==> src/rtl/ls_gate_pkg.sv <==
// Shared constants for the 74LS00/02/04 gate bank used on the Pong game-control path.
package ls_gate_pkg;

  localparam int unsigned LS00_GATES     = 4;
  localparam int unsigned LS02_GATES     = 4;
  localparam int unsigned LS04_GATES     = 6;
  localparam int unsigned DLY_STAGES_MAX = 8;

  // Reset values match the gate outputs for all-zero inputs, so idle-low inputs never glitch.
  localparam logic [LS00_GATES-1:0] NAND_RST = 4'hF;
  localparam logic [LS02_GATES-1:0] NOR_RST  = 4'hF;
  localparam logic [LS04_GATES-1:0] INV_RST  = 6'h3F;

endpackage

==> src/rtl/ls_gate_bank_if.sv <==
// Gate-level signal bundle for ls_gate_bank: TTL inputs plus combinational and registered outputs.
interface ls_gate_bank_if;
  import ls_gate_pkg::*;

  logic [LS00_GATES-1:0] nand_a;
  logic [LS00_GATES-1:0] nand_b;
  logic [LS00_GATES-1:0] nand_y;
  logic [LS00_GATES-1:0] nand_q;
  logic [LS02_GATES-1:0] nor_a;
  logic [LS02_GATES-1:0] nor_b;
  logic [LS02_GATES-1:0] nor_y;
  logic [LS02_GATES-1:0] nor_q;
  logic [LS04_GATES-1:0] inv_a;
  logic [LS04_GATES-1:0] inv_y;
  logic [LS04_GATES-1:0] inv_q;

  modport master (
    output nand_a, nand_b, nor_a, nor_b, inv_a,
    input  nand_y, nand_q, nor_y, nor_q, inv_y, inv_q
  );

  modport slave (
    input  nand_a, nand_b, nor_a, nor_b, inv_a,
    output nand_y, nand_q, nor_y, nor_q, inv_y, inv_q
  );

endinterface

==> src/rtl/ls_gate_reg_stage.sv <==
// One register stage of the gate bank output pipeline; async active-high reset to RST_VAL.
module ls_gate_reg_stage #(
  parameter int unsigned       WIDTH   = 1,
  parameter logic [WIDTH-1:0]  RST_VAL = '1
) (
  input  logic             clk_i,
  input  logic             srst_i,
  input  logic [WIDTH-1:0] d_i,
  output logic [WIDTH-1:0] q_o
);

  logic [WIDTH-1:0] data_q;

  always_ff @(posedge clk_i or posedge srst_i) begin
    if (srst_i) begin
      data_q <= RST_VAL;
    end else begin
      data_q <= d_i;
    end
  end

  assign q_o = data_q;

endmodule

==> src/rtl/ls_gate_bank.sv <==
// 74LS00 + 74LS02 + 74LS04 gate bank with combinational and clk7_159-registered outputs.
// Build option: define LS_GATE_DLY_EN to chain DLY_STAGES register stages on the q outputs.
module ls_gate_bank
  import ls_gate_pkg::*;
#(
  parameter int unsigned DLY_STAGES = 2
) (
  input  logic          clk7_159,
  input  logic          srst,
  ls_gate_bank_if.slave gate
);

`ifdef LS_GATE_DLY_EN
  localparam int unsigned NumStages = DLY_STAGES;

  if (DLY_STAGES < 1 || DLY_STAGES > DLY_STAGES_MAX) begin : g_bad_dly_stages
    $error("ls_gate_bank: DLY_STAGES must be in 1..%0d", DLY_STAGES_MAX);
  end
`else
  localparam int unsigned NumStages = 1;

  // Parameter kept for a uniform interface; the single-stage build does not use it.
  logic [31:0] unused_dly_stages;
  assign unused_dly_stages = DLY_STAGES;
`endif

  // Bitwise gates: each output bit depends only on its own input bits.
  assign gate.nand_y = ~(gate.nand_a & gate.nand_b);
  assign gate.nor_y  = ~(gate.nor_a | gate.nor_b);
  assign gate.inv_y  = ~gate.inv_a;

  logic [LS00_GATES-1:0] nand_pipe [NumStages+1];
  logic [LS02_GATES-1:0] nor_pipe  [NumStages+1];
  logic [LS04_GATES-1:0] inv_pipe  [NumStages+1];

  assign nand_pipe[0] = gate.nand_y;
  assign nor_pipe[0]  = gate.nor_y;
  assign inv_pipe[0]  = gate.inv_y;

  for (genvar s = 0; s < NumStages; s++) begin : g_stage
    ls_gate_reg_stage #(
      .WIDTH   (LS00_GATES),
      .RST_VAL (NAND_RST)
    ) u_nand_stage (
      .clk_i  (clk7_159),
      .srst_i (srst),
      .d_i    (nand_pipe[s]),
      .q_o    (nand_pipe[s+1])
    );

    ls_gate_reg_stage #(
      .WIDTH   (LS02_GATES),
      .RST_VAL (NOR_RST)
    ) u_nor_stage (
      .clk_i  (clk7_159),
      .srst_i (srst),
      .d_i    (nor_pipe[s]),
      .q_o    (nor_pipe[s+1])
    );

    ls_gate_reg_stage #(
      .WIDTH   (LS04_GATES),
      .RST_VAL (INV_RST)
    ) u_inv_stage (
      .clk_i  (clk7_159),
      .srst_i (srst),
      .d_i    (inv_pipe[s]),
      .q_o    (inv_pipe[s+1])
    );
  end

  assign gate.nand_q = nand_pipe[NumStages];
  assign gate.nor_q  = nor_pipe[NumStages];
  assign gate.inv_q  = inv_pipe[NumStages];

endmodule

==> src/flat_wrapper.sv <==
// flat-port wrapper written by rule: the top's interface ports become plain ports
module ls_gate_bank_flat import ls_gate_pkg::*;
#(
  parameter int unsigned DLY_STAGES = 2
)
  (clk7_159, srst, gate_nand_a, gate_nand_b, gate_nor_a, gate_nor_b, gate_inv_a, gate_nand_y, gate_nand_q, gate_nor_y, gate_nor_q, gate_inv_y, gate_inv_q);
  ls_gate_bank_if gate_i ();
  input  logic clk7_159;
  input  logic srst;
  input wire logic [$bits(gate_i.nand_a)-1:0] gate_nand_a;
  input wire logic [$bits(gate_i.nand_b)-1:0] gate_nand_b;
  input wire logic [$bits(gate_i.nor_a)-1:0] gate_nor_a;
  input wire logic [$bits(gate_i.nor_b)-1:0] gate_nor_b;
  input wire logic [$bits(gate_i.inv_a)-1:0] gate_inv_a;
  output wire logic [$bits(gate_i.nand_y)-1:0] gate_nand_y;
  output wire logic [$bits(gate_i.nand_q)-1:0] gate_nand_q;
  output wire logic [$bits(gate_i.nor_y)-1:0] gate_nor_y;
  output wire logic [$bits(gate_i.nor_q)-1:0] gate_nor_q;
  output wire logic [$bits(gate_i.inv_y)-1:0] gate_inv_y;
  output wire logic [$bits(gate_i.inv_q)-1:0] gate_inv_q;
  assign gate_i.nand_a = gate_nand_a;
  assign gate_i.nand_b = gate_nand_b;
  assign gate_i.nor_a = gate_nor_a;
  assign gate_i.nor_b = gate_nor_b;
  assign gate_i.inv_a = gate_inv_a;
  assign gate_nand_y = gate_i.nand_y;
  assign gate_nand_q = gate_i.nand_q;
  assign gate_nor_y = gate_i.nor_y;
  assign gate_nor_q = gate_i.nor_q;
  assign gate_inv_y = gate_i.inv_y;
  assign gate_inv_q = gate_i.inv_q;
  ls_gate_bank #(.DLY_STAGES(DLY_STAGES)) u_core (.clk7_159(clk7_159), .srst(srst), .gate(gate_i));
endmodule
==> config.mk <==
export PLATFORM = sky130hd
export DESIGN_NAME = ls_gate_bank_flat
export DESIGN_NICKNAME = d
export VERILOG_FILES = /design/src/rtl/ls_gate_pkg.sv /design/src/rtl/ls_gate_bank_if.sv /design/src/rtl/ls_gate_reg_stage.sv /design/src/rtl/ls_gate_bank.sv /design/src/flat_wrapper.sv
export SDC_FILE = /design/constraint.sdc
export NUM_CORES = 1
export LEC_CHECK = 0
export ABC_AREA = 1
export CORE_UTILIZATION = 28
export CTS_BUF_LIST = sky130_fd_sc_hd__clkbuf_8
export DETAILED_ROUTE_END_ITERATION = 8
export PLACE_DENSITY = 0.85
export RECOVER_POWER = 100
export REMOVE_ABC_BUFFERS = 1
export SYNTH_ARGS = -nofsm -noshare
export SYNTH_HDL_FRONTEND = slang
export SYNTH_HIERARCHICAL = 1
export SYNTH_SLANG_ARGS = --single-unit
==> constraint.sdc <==
create_clock -name clk7_159 -period 1.6 [get_ports clk7_159]
set_input_delay 0.32 -clock clk7_159 [delete_from_list [all_inputs] [get_ports clk7_159]]
set_output_delay 0.32 -clock clk7_159 [all_outputs]
set_load 0.1 [all_outputs]
==> impl_metrics.yaml <==
outcome:
  status: "complete, no violations"
global_route:
  grt_use_total: 0.333
  grt_pass1_vias: 540
  grt_max_degree: 8
  grt_pass1_wl_um: 3240
  grt-ovfl-total: 0
  antenna_found_initial: 0
synthesis:
  synth_area_leaders: "dfstp_2 (85%), inv_1 (7.8%), nand2_1 (3.5%), nor2_1 (3.5%)"
  syn_area_per_cell_sq_um: 13.9
  synth_top_area_frac: 0.852
  synth_warnings: 6
  ys_seq_area_frac: 0.852
  synth_cell_types: 4
  syn_inst: 31
  ys_ff_latch: 14
  syn_area_sq_um: 432
  yosysTopAreaCell: "dfstp_2"
sta:
  fin_setup_tns_ns: 0
  drv_slew: 0
  period_share: 0.991
  fmax_ghz: 0.631
  finalSetupViolCount: 0
  hold_viol_final: 0
  holdWs_ns: 0.598
  rsz0062_at_grt: "false"
  layout_min_cycle_time_ns: 1.59
  slew_headroom: 0.774
  worst_pin_slew_ns: 0.338
power:
  p_int_mw: 0.658
  p_sw_mw: 0.460
  p_sw_frac: 0.411
  pwr-share-comb: 0.389
  seqPwrFrac: 0.353
  pwr-share-clk: 0.257
  power_density_nw_per_um2: 1130
  p_leak_nw: 0.475
  power.total_mw: 1.12
  ir_worst_vdd_v: 0.000588
placed_design:
  dp_hpwl_um: 1490
  dpl_cell_area_sq_um: 1240
  globalplace.congestion: 0.601
  port_buffers: 51
cts:
  cts_tree: "done"
  clock-sinks: 14
  cts_htree_levels: 1
  clock_path_buffers: 2
  clkTransAtPathRegs_ns: 0.06
  clockRootBuffer: "clkbuf_8"
  cts_buffers: 3
  cts_setup_buffers: 0
  hold_buffers: 0
  ctsResizeCount: 0
worst_setup_path:
  crit_path_max_incr_delay_ns: 0.57
  critPathKind: "primary input to output port"
  slowest_stage: "dlygate4sd3_1"
  start_kind: "primary input"
  required_ns: 1.28
  crit_family: "buffers and inverters"
  path_cells: "dlygate4sd3_1 > nand2_1 > buf_6"
  arrival_ns: 1.27
  endpoint_kind: "output port"
  path_max_fanout: 2
  worst-path-buf-inv: 2
drt:
  drtPass1Iterations: 4
  vias_per_cell: 4.83
  ant_nets: 0
  first_iter_violations: 8
  routedWlPerCell_um: 24.6
  finalWirelength_um: 2460
  vias: 483
  drt_drc_violations_left: 0
die:
  initial_core_util: 0.316
  placementRows: 13
  fp.dieH_um: 41.3
  io-pin-count: 52
  core_area_sq_um: 1370
  fp.dieW_um: 41.3
  dieArea_sq_um: 1700
layout:
  drive_above_1_share: 0.529
  area_growth_syn_to_layout_pct: 129
  fin_area_sq_um: 987
  utilization: 0.723
  diodes: 0
  final_cell_mix: "clkdlybuf4s50_1 (14), clkbuf_4 (14), dfstp_2 (14)"
  num-nets-final: 111
flow_run:
  max-cap-violations: 0
worst_hold_path:
  hold_class: "primary input to register"
==> routing by layer <==
layer,global-route usage,vias to the layer above,wire length [um]
li1,-,193,-
met3,0.120,8,253
met1,0.308,233,780
met4,0.121,0,44
met5,0,-,0
met2,0.648,49,1380
==> cells in the mapped netlist (all sizes together) <==
| master | count |
|---|---|
| dfstp | 14 |
| inv | 9 |
| nand2 | 4 |
| nor2 | 4 |
==> kinds of logic (layout without fill, tap and decap cells) <==
logic type    count (synthesis)  in the layout  share of synthesized area
flops                        14             14                      0.852
simple gates                  8              8                     0.0695
buf+inv                       9             63                     0.0783
==> power groups by stage <==
| stage | registers [mW] | logic [mW] | clock network, mW |
|---|---|---|---|
| after floorplan | 0.539 | 0.154 | 0 |
| after global placement | 0.406 | 0.511 | 0 |
| after detailed placement | 0.409 | 0.519 | 0 |
| after CTS | 0.405 | 0.527 | 0.287 |
| after global routing | 0.395 | 0.442 | 0.307 |
| final | 0.395 | 0.435 | 0.288 |
==> area by class of cell <==
class | count | area (sq um)
Clock buffer | 3 | 41.3
Inverter | 9 | 33.8
Timing Repair Buffer | 51 | 495
Tap cell | 15 | 18.8
Multi-Input combinational cell | 8 | 30.0
Sequential cell | 14 | 368
Fill cell | 89 | 379
==> flip-flops by register name, summed over array words and instances, names as in the netlist <==
signal,flops
u_core/g_stage.u_inv_stage/q_o,6
u_core/g_stage.u_nand_stage/q_o,4
u_core/g_stage.u_nor_stage/q_o,4
==> final timing paths <==
path / to / startpoint / cells past startpoint
hold / removal: u_core/g_stage[0].u_nor_stage/q_o[3] / gate_nor_b[3] / 2
setup / recovery: gate_nand_y[0] / gate_nand_b[0] / 3
min in group asynchronous: u_core/g_stage[0].u_nor_stage/q_o[2] / srst / 2
max in group asynchronous: u_core/g_stage[0].u_inv_stage/q_o[5] / srst / 2
==> stage by stage <==
| stage | instances | worst slack, ns |
|---|---|---|
| 6_report | 100 | 0.0146 |
| 5_1_grt | 100 | 0.0185 |
| 4_1_cts | 100 | 0.0305 |
| 3_5_place_dp | 97 | 0.0581 |
| 3_3_place_gp | 97 | 0.127 |
| 2_1_floorplan | 31 | -0.323 |
Note: power is estimated with default switching activity, not from simulation.
